[config.mk]
export PLATFORM = sky130hd
export DESIGN_NAME = regfile_sb
export DESIGN_NICKNAME = d
export VERILOG_FILES = /design/src/rtl/regfile_sb.sv
export SDC_FILE = /design/constraint.sdc
export NUM_CORES = 2
export LEC_CHECK = 0
export ABC_AREA = 1
export CAP_MARGIN = 20
export CORE_MARGIN = 2
export CORE_UTILIZATION = 50
export DETAILED_ROUTE_END_ITERATION = 12
export PLACE_DENSITY = 0.7
export SLEW_MARGIN = 20
export SYNTH_ARGS = -nofsm -noshare
export SYNTH_HDL_FRONTEND = slang
export SYNTH_SLANG_ARGS = --single-unit
[constraint.sdc]
create_clock -name clk -period 4.2 [get_ports clk]
set_input_delay 0.84 -clock clk [delete_from_list [all_inputs] [get_ports clk]]
set_output_delay 0.84 -clock clk [all_outputs]
set_load 0.005 [all_outputs]
[src/rtl/regfile_sb.sv]
// Multi-read-port integer register file with write-through bypass and a
// per-register pending scoreboard (set at issue, cleared at writeback or flush).
module regfile_sb #(
    parameter int              XLEN     = 32,
    parameter int              ADDR_W   = 5,
    parameter int              NRD      = 2,
    parameter logic [XLEN-1:0] SP_RESET = 32'h00000500,
    parameter bit              BYPASS   = 1'b1
) (
    input  logic                  clk,
    input  logic                  rst,
    input  logic [NRD*ADDR_W-1:0] rd_addr,
    output logic [NRD*XLEN-1:0]   rd_data,
    output logic [NRD-1:0]        rd_busy,
    input  logic                  wb_valid,
    input  logic [ADDR_W-1:0]     wb_addr,
    input  logic [XLEN-1:0]       wb_data,
    input  logic                  iss_valid,
    input  logic [ADDR_W-1:0]     iss_addr,
    input  logic                  flush,
    output logic                  any_busy
);
    localparam int NREGS = 1 << ADDR_W;

    logic [XLEN-1:0]  regs_q [NREGS];
    logic [NREGS-1:0] pend_q;
    logic [NREGS-1:0] pend_d;

    genvar gi;

    // One flop bank per register; x0 is reset to zero and never written.
    generate
        for (gi = 0; gi < NREGS; gi++) begin : g_reg
            always_ff @(posedge clk) begin
                if (rst) begin
                    regs_q[gi] <= (gi == 2) ? SP_RESET : '0;
                end else if (gi != 0 && wb_valid && wb_addr == ADDR_W'(gi)) begin
                    regs_q[gi] <= wb_data;
                end
            end
        end
    endgenerate

    // Priority: flush clears, then issue sets, then writeback clears.
    always_comb begin
        pend_d = pend_q;
        for (int r = 1; r < NREGS; r++) begin
            if (flush) begin
                pend_d[r] = 1'b0;
            end else if (iss_valid && iss_addr == ADDR_W'(r)) begin
                pend_d[r] = 1'b1;
            end else if (wb_valid && wb_addr == ADDR_W'(r)) begin
                pend_d[r] = 1'b0;
            end
        end
        pend_d[0] = 1'b0;
    end

    always_ff @(posedge clk) begin
        if (rst) begin
            pend_q <= '0;
        end else begin
            pend_q <= pend_d;
        end
    end

    assign any_busy = |pend_q;

    generate
        for (gi = 0; gi < NRD; gi++) begin : g_rd
            logic [ADDR_W-1:0] addr;
            logic              hit;

            assign addr = rd_addr[gi*ADDR_W +: ADDR_W];
            // Forwarding only ever looks at writeback, never at issue.
            assign hit  = BYPASS && wb_valid && (wb_addr == addr);

            always_comb begin
                rd_data[gi*XLEN +: XLEN] = regs_q[addr];
                rd_busy[gi]              = pend_q[addr] && !hit;
                if (addr == '0) begin
                    rd_data[gi*XLEN +: XLEN] = '0;
                    rd_busy[gi]              = 1'b0;
                end else if (hit) begin
                    rd_data[gi*XLEN +: XLEN] = wb_data;
                end
            end
        end
    endgenerate

endmodule
==> results.sh <==
export IMPL_cp_buffers_inverters=4
export IMPL_worstPathRequired_ns=3.36
export IMPL_num_vias=54300
export IMPL_firstDrtPassIters=10
export IMPL_dp_final_hpwl_mm=136
export IMPL_grt_max_degree=107
export IMPL_detail_route_antenna_nets=0
export IMPL_finalWirelength_mm=234
export IMPL_route_detailed_wl_per_inst_um=27.9
export IMPL_cts_hold_repair_buffers=0
export IMPL_cp_cell_sequence="buf_2 -> nor2_2 -> buf_4 -> nand3_1 -> buf_4 -> nand3_1 -> nand2_1 -> clkdlybuf4s50_1"
export IMPL_synth_distinct_cells=37
export IMPL_worst_path_max_fanout=18
export IMPL_critical_path_class="input pin to output pin"
export IMPL_final_report_max_slew_violation_count=0
export IMPL_antenna_violations_before_repair=5
export IMPL_synth_area_leaders="edfxtp_1 53%, nor2_1 9.4%, nand2_1 8.0%"
export IMPL_die_w_um=341
export IMPL_worst_slew_margin_rel_pct=25.3
export IMPL_fin_ws_ns=-0.0125
export IMPL_worstPathArrival_ns=3.37
export IMPL_max_cap_violations=0
export IMPL_worst_path_dominant_cell_family="buffers and inverters"
export IMPL_final_hold_viol_count=0
export IMPL_coreArea_um2=112000
export IMPL_cts_reportedPaths_clkPinSlew_ns=0.06
export IMPL_net_switching_power_uw=7050
export IMPL_clkPwrFrac_pct=37.7
export IMPL_post_layout_utilization_of_the_core_pct=57.0
export IMPL_grt_pass1_wl_mm=336
export IMPL_internal_power_uw=18200
export IMPL_worst_clock_skew_ns=0
export IMPL_final_cells=8374
export IMPL_clock_latency_ns=0.73
export IMPL_vias_in_the_first_global_route=51900
export IMPL_final_nets=6837
export IMPL_cells_after_synth=6886
export IMPL_clock_fmax_ghz=0.237
export IMPL_die_h_um=341
export IMPL_post_cts_setup_buffers=0
export IMPL_critPathMaxStageDelay_ns=0.54
export IMPL_start_util_pct=50.4
export IMPL_worst_slew_pin_slew_ns=1.12
export IMPL_cts_inserted_buffers=111
export IMPL_synth_area_per_cell_um2=8.22
export IMPL_detailedRoute_firstIterationViolations=9894
export IMPL_power_static_leakage_uw=0.0251
export IMPL_worstHoldPathType="flop to flop"
export IMPL_gr_usage_all_layers_pct=39.4
export IMPL_fin_hold_ws_ns=0.463
export IMPL_number_of_enable_type_register_cells_in_the_synthesized_netlist=992
export IMPL_areaGrowthSynthToFinish_pct=13.0
export IMPL_io_pins=124
export IMPL_synth_async_reset_ratio_pct=0
export IMPL_post_route_cells_drive_above_1_share_pct=7.44
export IMPL_clockRootBuffer="clkbuf_16"
export IMPL_power_density_nw_per_um2=394
export IMPL_postSynth_topFlopCell="edfxtp_1"
export IMPL_core_rowCount=123
export IMPL_comb_power_share_pct=14.7
export IMPL_synth_warnings=0
export IMPL_final_design_area_no_fill_um2=64000
export IMPL_yosysSeqAreaShare_pct=53.7
export IMPL_p_seq_share_pct=47.6
export IMPL_critPathLaunchType="input pin"
export IMPL_fin_crit_sh_pct=100
export IMPL_dieArea_um2=116000
export IMPL_post_synthesis_instance_area_um2=56600
export IMPL_io_buffers=123
export IMPL_highest_delay_cell_along_the_critical_path="clkdlybuf4s50_1"
export IMPL_place_gp_congestion=0.952
export IMPL_synth_largest_type_area_fraction_pct=52.6
export IMPL_post_dp_cell_area_um2=60500
export IMPL_postSynthRegisterBits=1023
export IMPL_worstSetupEndpointType="output pin"
export IMPL_run_status="finished with violations"
export IMPL_numPlacedInstances=8165
export IMPL_layout_min_cycle_time_ns=4.21
export IMPL_avgViaCountPerCell=6.48
export IMPL_cts_sinks=1023
export IMPL_cts_root_to_sink_buffers=3
export IMPL_p_sw_share_pct=27.9
export IMPL_drc=2
export IMPL_violations="design-rule violations, negative setup slack"
export IMPL_rsz0062_at_grt="no"
export IMPL_ir_worst_vdd_v=0.000335
export IMPL_yosysTopAreaCell="edfxtp_1"
export IMPL_final_layout_fill_cell_count=9738
export IMPL_cts_tree="done"
export IMPL_h_tree_depth=3
export IMPL_report_final_setup_viol=1
export IMPL_overflow=0
export IMPL_synth_fp_nets=6943
-- through the flow --
stage / setup slack [ns] / total power, uW / setup TNS [ns]
after CTS: 0.0207 / 25000 / 0
after global routing: 0.00190 / 25800 / 0
after global placement: -0.0159 / 15700 / -0.0159
after floorplan: 1.40 / 14100 / 0
after detailed placement: 0.0150 / 15700 / 0
final: -0.0125 / 25200 / -0.0125
-- synthesized netlist by cell type (2+ instances only) --
cell,n
o2111ai_1,2
buf_1,40
buf_6,23
a31oi_1,5
clkbuf_1,285
edfxtp_1,992
o211ai_1,281
o21ai_0,384
nor2_1,1422
nor3_1,6
clkinv_1,4
o221ai_1,6
nand3_1,684
nand4_1,65
or2_2,9
nor2_2,4
a21oi_1,478
buf_2,229
buf_4,32
a22oi_1,65
o22ai_1,2
inv_1,544
nand2_1,1212
nor4_1,4
dfxtp_1,31
inv_2,10
o21ai_1,57
-- path summary, 6_finish.rpt --
path / from / to / slack (ns) / cells past startpoint
worst max-delay path: rd_addr[9] / rd_data[50] / -0.01 / 8
worst min-delay path: pend_q[19]$_SDFFE_PP0P_ / pend_q[19]$_SDFFE_PP0P_ / 0.46 / 2
worst max register to register: pend_q[16]$_SDFFE_PP0P_ / pend_q[16]$_SDFFE_PP0P_ / 3.45 / 2
worst min register to register: pend_q[19]$_SDFFE_PP0P_ / pend_q[19]$_SDFFE_PP0P_ / 0.46 / 2
-- worst reg2reg max path, stage by stage, from the launching register on --
cell and delay, ns:
dfxtp_1 0.47, nand2_1 0.09, a21oi_1 0.11
-- timing repair --
action / CTS / global route
gates resized for setup: 0 / 5
endpoints found under the setup margin: 0 / 21
endpoints found under the hold margin: 0 / 0
-- power by group through the flow --
| stage | sequential [uW] | combinational, uW | clock, uW |
|---|---|---|---|
| 4_1_cts | 12000 | 3550 | 9450 |
| 3_5_place_dp | 12200 | 3540 | 0 |
| 3_3_place_gp | 12200 | 3490 | 0 |
| 5_1_grt | 12000 | 3880 | 9850 |
| 2_1_floorplan | 12100 | 1970 | 0 |
| 6_report | 12000 | 3720 | 9500 |
-- cell type report --
type	instances	area (um2)	area share, %
clock buffer	142	2920	4.56
inverter	559	2130	3.33
sequential	1023	30400	47.5
multi-input combinational	4695	21400	33.5
timing repair buffer	390	4700	7.35
clock inverter	63	505	0.790
antenna	2	5.00	0.00782
tap	1500	1880	2.93
-- sequential cells by signal, indices dropped and copies added, names as in the netlist --
name and cells:
pend_q 31, regs_q 992
-- metal layers --
metal,vias up,global-route usage [%],share of wire (%)
li1,23000,-,-
met1,25000,48.3,32
met2,5051,59.0,43
met3,1222,12.5,17
met4,8,27.8,8.4
met5,-,0.123,0.022
-- cells by family (layout without fill, tap and decap cells) --
kind of cell    after synthesis  after routing  share of synthesized area, %
other cells                   0              2                             0
buf+inv                    1168           1154                          8.77
xor+xnor                      1              1                        0.0155
flops                      1023           1023                          53.7
compound gates             1281           1281                          12.9
simple gates               3413           3413                          24.6
-- placed cells by master, fill, tap and decap left out, types with 113 or more instances in the layout --
| master | synthesis | final |
|---|---|---|
| clkbuf_16 | 0 | 113 |
| buf_12 | 0 | 115 |
| nand3_1 | 684 | 684 |
| edfxtp_1 | 992 | 992 |
| a21oi_1 | 478 | 478 |
| nand2_1 | 1212 | 1154 |
| clkdlybuf4s50_1 | 0 | 114 |
| inv_1 | 544 | 536 |
| o21ai_0 | 384 | 384 |
| buf_4 | 32 | 154 |
| o211ai_1 | 281 | 281 |
| nor2_1 | 1422 | 1421 |
Note: power is estimated with default switching activity, not from simulation.
